### src/rtl/sram_ctrl_if.sv
// Client-side request/response bundle for sram_ctrl.
// master = requesting client, slave = controller.
interface sram_ctrl_if #(
    parameter int ADDR_W = 20,
    parameter int DATA_W = 8
);
    logic              mem;
    logic              rw;
    logic              ready;
    logic [ADDR_W-1:0] addr;
    logic [DATA_W-1:0] data2ram;
    logic [DATA_W-1:0] data2fpga;

    modport master (
        output mem, rw, addr, data2ram,
        input  ready, data2fpga
    );

    modport slave (
        input  mem, rw, addr, data2ram,
        output ready, data2fpga
    );
endinterface

### src/rtl/sram_ctrl.sv
// Asynchronous SRAM controller: single-word read/write over mem/rw/ready,
// with parameterised strobe widths. All pin-side outputs are registered.
// Optional macro SRAM_CTRL_TURNAROUND_EN adds a one-cycle bus turnaround
// state after every read.
//
// state   | meaning
// S_IDLE  | ready, strobes deasserted, waiting for mem
// S_WRITE | ce_n/we_n low, FPGA drives dq (WR_CYCLES cycles)
// S_WHOLD | we_n released, dq still driven for data hold (1 cycle)
// S_READ  | ce_n/oe_n low, dq captured on last cycle (RD_CYCLES cycles)
// S_TURN  | all strobes released before next access (1 cycle, optional)
module sram_ctrl #(
    parameter int ADDR_W    = 20,
    parameter int DATA_W    = 8,
    parameter int WR_CYCLES = 3,
    parameter int RD_CYCLES = 3
) (
    input  logic              clk,
    input  logic              rst,
    sram_ctrl_if.slave        bus,
    output logic [ADDR_W-1:0] sram_addr,
    output logic [DATA_W-1:0] sram_dq_o,
    output logic              sram_dq_oe,
    input  logic [DATA_W-1:0] sram_dq_i,
    output logic              sram_ce_n,
    output logic              sram_oe_n,
    output logic              sram_we_n
);

    typedef enum logic [2:0] {
        S_IDLE  = 3'd0,
        S_WRITE = 3'd1,
        S_WHOLD = 3'd2,
        S_READ  = 3'd3,
        S_TURN  = 3'd4
    } state_t;

    localparam logic [3:0] WR_LAST = 4'(WR_CYCLES - 1);
    localparam logic [3:0] RD_LAST = 4'(RD_CYCLES - 1);

    state_t     state, next_state;
    logic [3:0] cnt;
    logic       accept;
    logic       rd_done;
    logic       ce_n_d, oe_n_d, we_n_d, dq_oe_d;

    assign bus.ready = (state == S_IDLE);
    assign accept    = bus.mem && (state == S_IDLE);
    assign rd_done   = (state == S_READ) && (cnt == RD_LAST);

    // State register.
    always_ff @(posedge clk) begin
        if (rst) state <= S_IDLE;
        else     state <= next_state;
    end

    // Next-state decode; unknown encodings fall back to idle.
    always_comb begin
        next_state = S_IDLE;
        case (state)
            S_IDLE:  next_state = accept ? (bus.rw ? S_READ : S_WRITE) : S_IDLE;
            S_WRITE: next_state = (cnt == WR_LAST) ? S_WHOLD : S_WRITE;
            S_WHOLD: next_state = S_IDLE;
`ifdef SRAM_CTRL_TURNAROUND_EN
            S_READ:  next_state = rd_done ? S_TURN : S_READ;
            S_TURN:  next_state = S_IDLE;
`else
            S_READ:  next_state = rd_done ? S_IDLE : S_READ;
`endif
            default: next_state = S_IDLE;
        endcase
    end

    // Strobe values for the state being entered, so the pin flops line up with it.
    always_comb begin
        ce_n_d  = 1'b1;
        oe_n_d  = 1'b1;
        we_n_d  = 1'b1;
        dq_oe_d = 1'b0;
        case (next_state)
            S_WRITE: begin ce_n_d = 1'b0; we_n_d = 1'b0; dq_oe_d = 1'b1; end
            S_WHOLD: begin ce_n_d = 1'b0; dq_oe_d = 1'b1; end
            S_READ:  begin ce_n_d = 1'b0; oe_n_d = 1'b0; end
            default: ;
        endcase
    end

    // Wait-state counter: 0..N-1 within a strobe phase, zero otherwise.
    always_ff @(posedge clk) begin
        if (rst) begin
            cnt <= 4'd0;
        end else begin
            case (state)
                S_WRITE: cnt <= (cnt == WR_LAST) ? 4'd0 : cnt + 4'd1;
                S_READ:  cnt <= rd_done ? 4'd0 : cnt + 4'd1;
                default: cnt <= 4'd0;
            endcase
        end
    end

    // Pin and data registers; address/write data latched only at acceptance.
    always_ff @(posedge clk) begin
        if (rst) begin
            sram_ce_n     <= 1'b1;
            sram_oe_n     <= 1'b1;
            sram_we_n     <= 1'b1;
            sram_dq_oe    <= 1'b0;
            sram_addr     <= '0;
            sram_dq_o     <= '0;
            bus.data2fpga <= '0;
        end else begin
            sram_ce_n  <= ce_n_d;
            sram_oe_n  <= oe_n_d;
            sram_we_n  <= we_n_d;
            sram_dq_oe <= dq_oe_d;
            if (accept) begin
                sram_addr <= bus.addr;
                if (!bus.rw) sram_dq_o <= bus.data2ram;
            end
            if (rd_done) bus.data2fpga <= sram_dq_i;
        end
    end

endmodule

### src/flat_wrapper.sv
// flat-port wrapper written by rule: the top's interface ports become plain ports
module sram_ctrl_flat 
#(
    parameter int ADDR_W    = 20,
    parameter int DATA_W    = 8,
    parameter int WR_CYCLES = 3,
    parameter int RD_CYCLES = 3
)
  (clk, rst, sram_addr, sram_dq_o, sram_dq_oe, sram_dq_i, sram_ce_n, sram_oe_n, sram_we_n, bus_mem, bus_rw, bus_addr, bus_data2ram, bus_ready, bus_data2fpga);
  sram_ctrl_if #(.ADDR_W(ADDR_W), .DATA_W(DATA_W)) bus_i ();
  input  logic clk;
  input  logic rst;
  output logic [ADDR_W-1:0] sram_addr;
  output logic [DATA_W-1:0] sram_dq_o;
  output logic sram_dq_oe;
  input  logic [DATA_W-1:0] sram_dq_i;
  output logic sram_ce_n;
  output logic sram_oe_n;
  output logic sram_we_n;
  input wire logic [$bits(bus_i.mem)-1:0] bus_mem;
  input wire logic [$bits(bus_i.rw)-1:0] bus_rw;
  input wire logic [$bits(bus_i.addr)-1:0] bus_addr;
  input wire logic [$bits(bus_i.data2ram)-1:0] bus_data2ram;
  output wire logic [$bits(bus_i.ready)-1:0] bus_ready;
  output wire logic [$bits(bus_i.data2fpga)-1:0] bus_data2fpga;
  assign bus_i.mem = bus_mem;
  assign bus_i.rw = bus_rw;
  assign bus_i.addr = bus_addr;
  assign bus_i.data2ram = bus_data2ram;
  assign bus_ready = bus_i.ready;
  assign bus_data2fpga = bus_i.data2fpga;
  sram_ctrl #(.ADDR_W(ADDR_W), .DATA_W(DATA_W), .WR_CYCLES(WR_CYCLES), .RD_CYCLES(RD_CYCLES)) u_core (.clk(clk), .rst(rst), .bus(bus_i), .sram_addr(sram_addr), .sram_dq_o(sram_dq_o), .sram_dq_oe(sram_dq_oe), .sram_dq_i(sram_dq_i), .sram_ce_n(sram_ce_n), .sram_oe_n(sram_oe_n), .sram_we_n(sram_we_n));
endmodule
### config.mk
export PLATFORM = sky130hd
export DESIGN_NAME = sram_ctrl_flat
export DESIGN_NICKNAME = d
export VERILOG_FILES = /design/src/rtl/sram_ctrl_if.sv /design/src/rtl/sram_ctrl.sv /design/src/flat_wrapper.sv
export SDC_FILE = /design/constraint.sdc
export NUM_CORES = 1
export LEC_CHECK = 0
export ABC_AREA = 1
export BUFFER_PORTS_ARGS = -buffer_cell sky130_fd_sc_hd__clkbuf_2
export CAP_MARGIN = 20
export CORE_MARGIN = 2
export CORE_UTILIZATION = 38
export DETAILED_ROUTE_END_ITERATION = 10
export PLACE_DENSITY = 0.67
export SLEW_MARGIN = 0
export SYNTH_ARGS = -nofsm -noshare
export SYNTH_HDL_FRONTEND = slang
export SYNTH_SLANG_ARGS = --single-unit
### constraint.sdc
create_clock -name clk -period 1.8 [get_ports clk]
set_input_delay 0.09 -clock clk [delete_from_list [all_inputs] [get_ports clk]]
set_output_delay 0.09 -clock clk [all_outputs]
set_load 0.05 [all_outputs]
==> metrics, run 1 <==
maximum clock insertion buffer count 2; Non-Filler Instances 372; # clock sinks 46; Critical-path top delay cell dfxtp_1; dpl cells 364; setup TNS 0 ns; Compound-Gate Fraction of Synth Area 0.0611; RSZ-0062 raised after global routing false; Routed WL 3640 um; Mapped Area 0.00180 mm2; max-slew violations 0; global routing's busiest layer met2; Post-Synth Simple-Gate Area 0.294; CTS tree done; mux share of post-synthesis cell area 0; max_cap viols 0; share of layout cells above drive strength 1 0.318; Power Dens Cells 987 mW/mm2; Tcrit/Tclk final 0.877; beginning of the critical path u_core.cnt[0]; Critical Path AT 1.75 ns; Synth Instances 236; Tot Pwr 2.29 mW; setup bufs post-CTS 0; number of diodes 0; Synth area leaders dfxtp_1 51%, nor2_1 16%, nand2_1 8.1%; HPWL Detailed 2690 um; final setup vio count 0; Starting Density 0.387; Synth Register Bits 46; hold slack 0.0225 ns; GRT Util Overall 0.144; status completed; Hold-fix buffers, CTS 0; vias in the first global route 1369; Critical Path RT 1.97 ns; CP cell instances inv_1, ha_1, nand2_1, nand2_1, nand2_1, nand2_1, inv_1, ha_1, or2_2; Antenna Nets Post-Route 0; Leakage Power 1.25 nW; Final Skew 0.00584 ns; gr ovfl total 0; Setup crit start kind flop; grt met1 use 0.174; critical path class flop to flop; r2r setup slk 0.22 ns; Synth cell types 22; number of buffers added on ports 80; Fmax 633 MHz; first-pass GRT wire length 5980 um; hold crit path type input pin to flop; Synth top area share 0.511; CTS root buf clkbuf_8; largest family of logic cells by synthesized area simple AND/OR/NAND/NOR gates; Resized cells post-CTS 0; post-synthesis xor/xnor area fraction 0.00972; slowest stage delay, CP 0.34 ns; largest net degree at the start of global routing 21; post-synth top area cell dfxtp_1; hold_sp sram_dq_i[3]; Max H-tree Level 2; Site Rows 25; Final Hold Vio Count 0; sequential-to-total area share from yosys stat 0.511; Slew HR 0.706; r2r startpoint u_core.cnt[0]; Worst path most repeated cell nand2_1; via count 1613; clk_lat worst skew 0.29 ns; CP bufs+invs 2; syn_area_per_cell 7.63 um2; crit-path leading delay family simple AND/OR/NAND/NOR gates; Setup crit end kind flop; Die Y-Extent 72.9 um; DRT iter0 DRCs 43; fillers 478; CTS buffer count 5; syn nets 281; Die X 72.9 um; Yosys warning count 0; Least-Margin Pin Slew 0.441 ns; initial antenna violation count 0; Max IR drop VDD 0.482 mV; fin worst setup slack 0.221 ns; Remaining DRCs 0; post-layout minimum cycle time 1.58 ns; Die Area 0.00531 mm2; fin nets 362; vias per std cell 4.34; largest fanout on the critical path 4; Area growth syn-to-layout 28.6%; global placement routability congestion 0.732; drt pass-1 iters 4; met2 usage 0.241; Top Ports 81; Core ar. 0.00466 mm2; DP Worst Slack 0.245 ns; clock slew seen by the registers of the worst setup and hold paths 0.08 ns; met3 Use GR 0.0470; Wirelength per Cell 9.80 um; post-synthesis adder-cell area fraction 0.0347
[final cells by class]
type,instances,area (um2),area share
tap,54,67.6,0.0292
timing repair buffer,84,430,0.186
clock buffer,7,86.3,0.0373
clock inverter,1,5.00,0.00216
multi-input combinational,157,721,0.311
sequential,46,921,0.397
inverter,23,86.3,0.0373
[worst min-delay path, delay by kind of cell]
family / cells / cell delay [ns]
simple gates: 2 / 0.11
buf+inv: 1 / 0.08
[power by group]
part / total, mW / switching [mW] / leakage [nW] / internal, mW
sequential: 1.13 / 0.0377 / 0.378 / 1.09
clock: 0.631 / 0.321 / 0.0482 / 0.310
combinational: 0.529 / 0.391 / 0.820 / 0.138
[worst paths after layout]
check,depth (start not counted),endpoint
setup / recovery,9,u_core.sram_ce_n
hold / removal,3,u_core.bus.data2fpga[3]
hold reg to reg,1,u_core.cnt[0]
setup reg to reg,9,u_core.sram_ce_n
[Yosys cell counts (all sizes together)]
| cell | instances |
|---|---|
| inv | 23 |
| nor2 | 80 |
| dfxtp | 46 |
| nand3b | 1 |
| or2 | 1 |
| xnor2 | 1 |
| ha | 5 |
| buf | 5 |
| clkbuf | 5 |
| xor2 | 1 |
| nand3 | 4 |
| nand2 | 42 |
| o21ai | 20 |
| a21oi | 2 |
[through the flow]
stage	util	instance area (um2)
4_1_cts	0.497	2320
3_3_place_gp	0.478	2230
2_1_floorplan	-	1800
6_report	0.497	2320
5_1_grt	0.497	2320
3_5_place_dp	0.478	2230
[logic make-up after synthesis]
| kind of cell | Yosys count |
|---|---|
| simple gates | 128 |
| flops | 46 |
| buf+inv | 33 |
| compound gates | 22 |
| fa+ha+maj | 5 |
| xor+xnor | 2 |
[cells in the final DEF, fill, tap and decap left out, types with 2 or more instances in the layout]
| cell | netlist | final |
|---|---|---|
| a21oi_1 | 2 | 2 |
| buf_4 | 2 | 4 |
| clkbuf_2 | 2 | 80 |
| clkbuf_8 | 1 | 6 |
| dfxtp_1 | 46 | 46 |
| ha_1 | 5 | 5 |
| inv_1 | 21 | 21 |
| inv_2 | 2 | 2 |
| nand2_1 | 39 | 39 |
| nand2_2 | 3 | 3 |
| nand3_1 | 3 | 3 |
| nor2_1 | 78 | 78 |
| nor2_4 | 2 | 2 |
| o21ai_0 | 20 | 20 |
[metal layers]
layer  share of wire  wire length [um]  vias to the layer above
met1            0.46              1680                      691
met2            0.48              1750                       53
met4          0.0080                29                        0
met3           0.051               186                        2
li1                -                 -                      867
met5               0                 0                        -
[state kept, by name, summed over array words and instances, names as in the netlist]
register	cells
u_core.state	2
u_core.sram_oe_n	1
u_core.sram_dq_o	8
u_core.cnt	4
u_core.sram_dq_oe	1
u_core.sram_we_n	1
u_core.sram_addr	20
u_core.sram_ce_n	1
u_core.bus.data2fpga	8
Note: power is estimated with default switching activity, not from simulation.
==> run 2: changes to the inputs <==
==> constraint.sdc (replaced) <==
create_clock -name clk -period 1.8 [get_ports clk]
set_input_delay 0.36 -clock clk [delete_from_list [all_inputs] [get_ports clk]]
set_output_delay 0.36 -clock clk [all_outputs]
set_load 0.05 [all_outputs]
==> metrics, run 2 (same netlist as run 1, synthesis figures left out) <==
status completed; vias per std cell 4.18 (-3.6%); RSZ-0062 raised after global routing false; HPWL Detailed 2670 um (-0.48%); Final Skew 0.00749 ns (+0.00165 ns); clock slew seen by the registers of the worst setup and hold paths 0.09 ns (about the same); Pint 1.64 mW (+6.7%); Max H-tree Level 2 (unchanged); Resized cells post-CTS 0 (unchanged); largest net degree at the start of global routing 22 (+4.8%); share of layout cells above drive strength 1 0.321 (+0.00314); max_cap viols 0 (unchanged); Wirelength per Cell 9.62 um (-1.8%); global placement routability congestion 0.755 (+3.3%); Critical Path RT 1.99 ns (+0.02 ns); maximum clock insertion buffer count 2 (unchanged); Setup crit end kind flop; fin nets 362 (unchanged); combinational share of power 0.218 (-0.013); post-layout minimum cycle time 1.58 ns (-0.00115 ns); gr ovfl total 0 (unchanged); Critical-path top delay cell dfxtp_1; Sequential Power Share 0.466 (-0.027); critical path class flop to flop; DRT iter0 DRCs 54 (+26%); Area growth syn-to-layout 29.9%; fillers 484 (+1.3%); Setup crit start kind flop; setup TNS 0 ns (unchanged); CTS buffer count 5 (unchanged); initial antenna violation count 0 (unchanged); # clock sinks 46 (unchanged); Slew HR 0.766 (+0.0603); Routed WL 3580 um (-1.8%); clk_lat worst skew 0.30 ns (about the same); CP bufs+invs 2 (unchanged); Die Y-Extent 72.9 um (unchanged); Core Util, Final 0.502 (+0.00483); clock share of power 0.316 (+0.040); Core ar. 0.00466 mm2 (unchanged); commonest non-fill, non-tap cells in the layout 80 x clkbuf_2, 78 x nor2_1, 46 x dfxtp_1; Site Rows 25 (unchanged); Top Ports 81 (unchanged); largest fanout on the critical path 4 (unchanged); via count 1555 (-3.6%); Non-Filler Instances 372 (unchanged); Leakage Power 1.25 nW (+0.17%); Antenna Nets Post-Route 0 (unchanged); dpl cells 364 (unchanged); Final Hold Vio Count 0 (unchanged); setup bufs post-CTS 0 (unchanged); CTS root buf clkbuf_8; vias in the first global route 1337 (-2.3%); max-slew violations 0 (unchanged); Critical Path AT 1.77 ns (+0.02 ns); Final Instance Area 0.00234 mm2 (+0.97%); drt pass-1 iters 3 (-1); Largest register FFs 20 (unchanged); Least-Margin Pin Slew 0.349 ns (-0.0918 ns); Remaining DRCs 0 (unchanged); Tcrit/Tclk final 0.877 (about the same); Die Area 0.00531 mm2 (unchanged); largest registers u_core.sram_addr (20), u_core.bus.data2fpga (8), u_core.sram_dq_o (8); CTS tree done; Starting Density 0.387 (unchanged); Max IR drop VDD 0.470 mV (-2.5%); crit-path leading delay family simple AND/OR/NAND/NOR gates; number of diodes 0 (unchanged); Sw Pwr 777 uW (+3.7%); slowest stage delay, CP 0.35 ns (about the same); CP cell instances inv_1, ha_1, nand2_1, nand2_1, nand2_1, nand2_1, inv_1, ha_1, or2_2; final setup vio count 0 (unchanged); number of buffers added on ports 80 (unchanged); first-pass GRT wire length 5840 um (-2.3%); DP Area 0.00223 mm2 (unchanged); Biggest register u_core.sram_addr; Power Dens Cells 1030 mW/mm2 (+4.7%); most common cell after layout, fill and taps aside clkbuf_2; Worst path most repeated cell nand2_1; Die X 72.9 um (unchanged); hold crit path type input pin to flop; Fmax 634 MHz (about the same); GRT Util Overall 0.142 (-0.00256); Hold-fix buffers, CTS 0 (unchanged); switching part of the total power 0.321 (-0.00635)
-- run 2: power groups by stage --
stage / logic [mW] / clock network, mW / registers (mW)
floorplan: 0.168 / 0 / 1.38
global placement: 0.528 / 0 / 1.15
detailed placement: 0.531 / 0 / 1.15
CTS: 0.532 / 0.797 / 1.13
global route: 0.572 / 0.837 / 1.14
finish: 0.526 / 0.764 / 1.13
-- run 2: layout make-up --
type / instances / area [um2] / share of cell area
multi-input combinational: 157 / 721 / 0.308
timing repair buffer: 84 / 430 / 0.184
clock inverter: 3 / 45.0 / 0.0193
inverter: 23 / 86.3 / 0.0369
tap: 54 / 67.6 / 0.0289
clock buffer: 5 / 68.8 / 0.0294
sequential: 46 / 921 / 0.394
-- run 2: worst reg2reg max path, delay by kind of cell (launching register included) --
kind                     cells  cell delay (ns)
AND/OR/NAND/NOR              5             0.58
adder cells (fa/ha/maj)      2             0.42
buffers and inverters        2             0.12
flip-flops                   1             0.35
-- run 2: routing by layer --
| metal | part of all wire | global-route usage |
|---|---|---|
| met5 | 0 | 0 |
| met4 | 0.012 | 0.0741 |
| met3 | 0.062 | 0.0345 |
| met2 | 0.45 | 0.225 |
| met1 | 0.48 | 0.177 |
-- run 2: metrics by stage --
step | hold slack, ns | total power [mW] | worst slack (ns)
after floorplan | 0.427 | 1.55 | 0.161
after global placement | 0.447 | 1.68 | 0.295
after detailed placement | 0.458 | 1.68 | 0.251
after CTS | 0.274 | 2.46 | 0.219
after global routing | 0.286 | 2.55 | 0.0928
final | 0.284 | 2.42 | 0.222
-- run 2: path summary, 6_finish.rpt --
path / slack (ns) / startpoint / depth (start not counted) / to
max: 0.22 / u_core.cnt[0] / 9 / u_core.sram_ce_n
max reg2reg: 0.22 / u_core.cnt[0] / 9 / u_core.sram_ce_n
min: 0.28 / bus_data2ram[3] / 3 / u_core.sram_dq_o[3]
min reg2reg: 0.48 / u_core.cnt[0] / 1 / u_core.cnt[0]
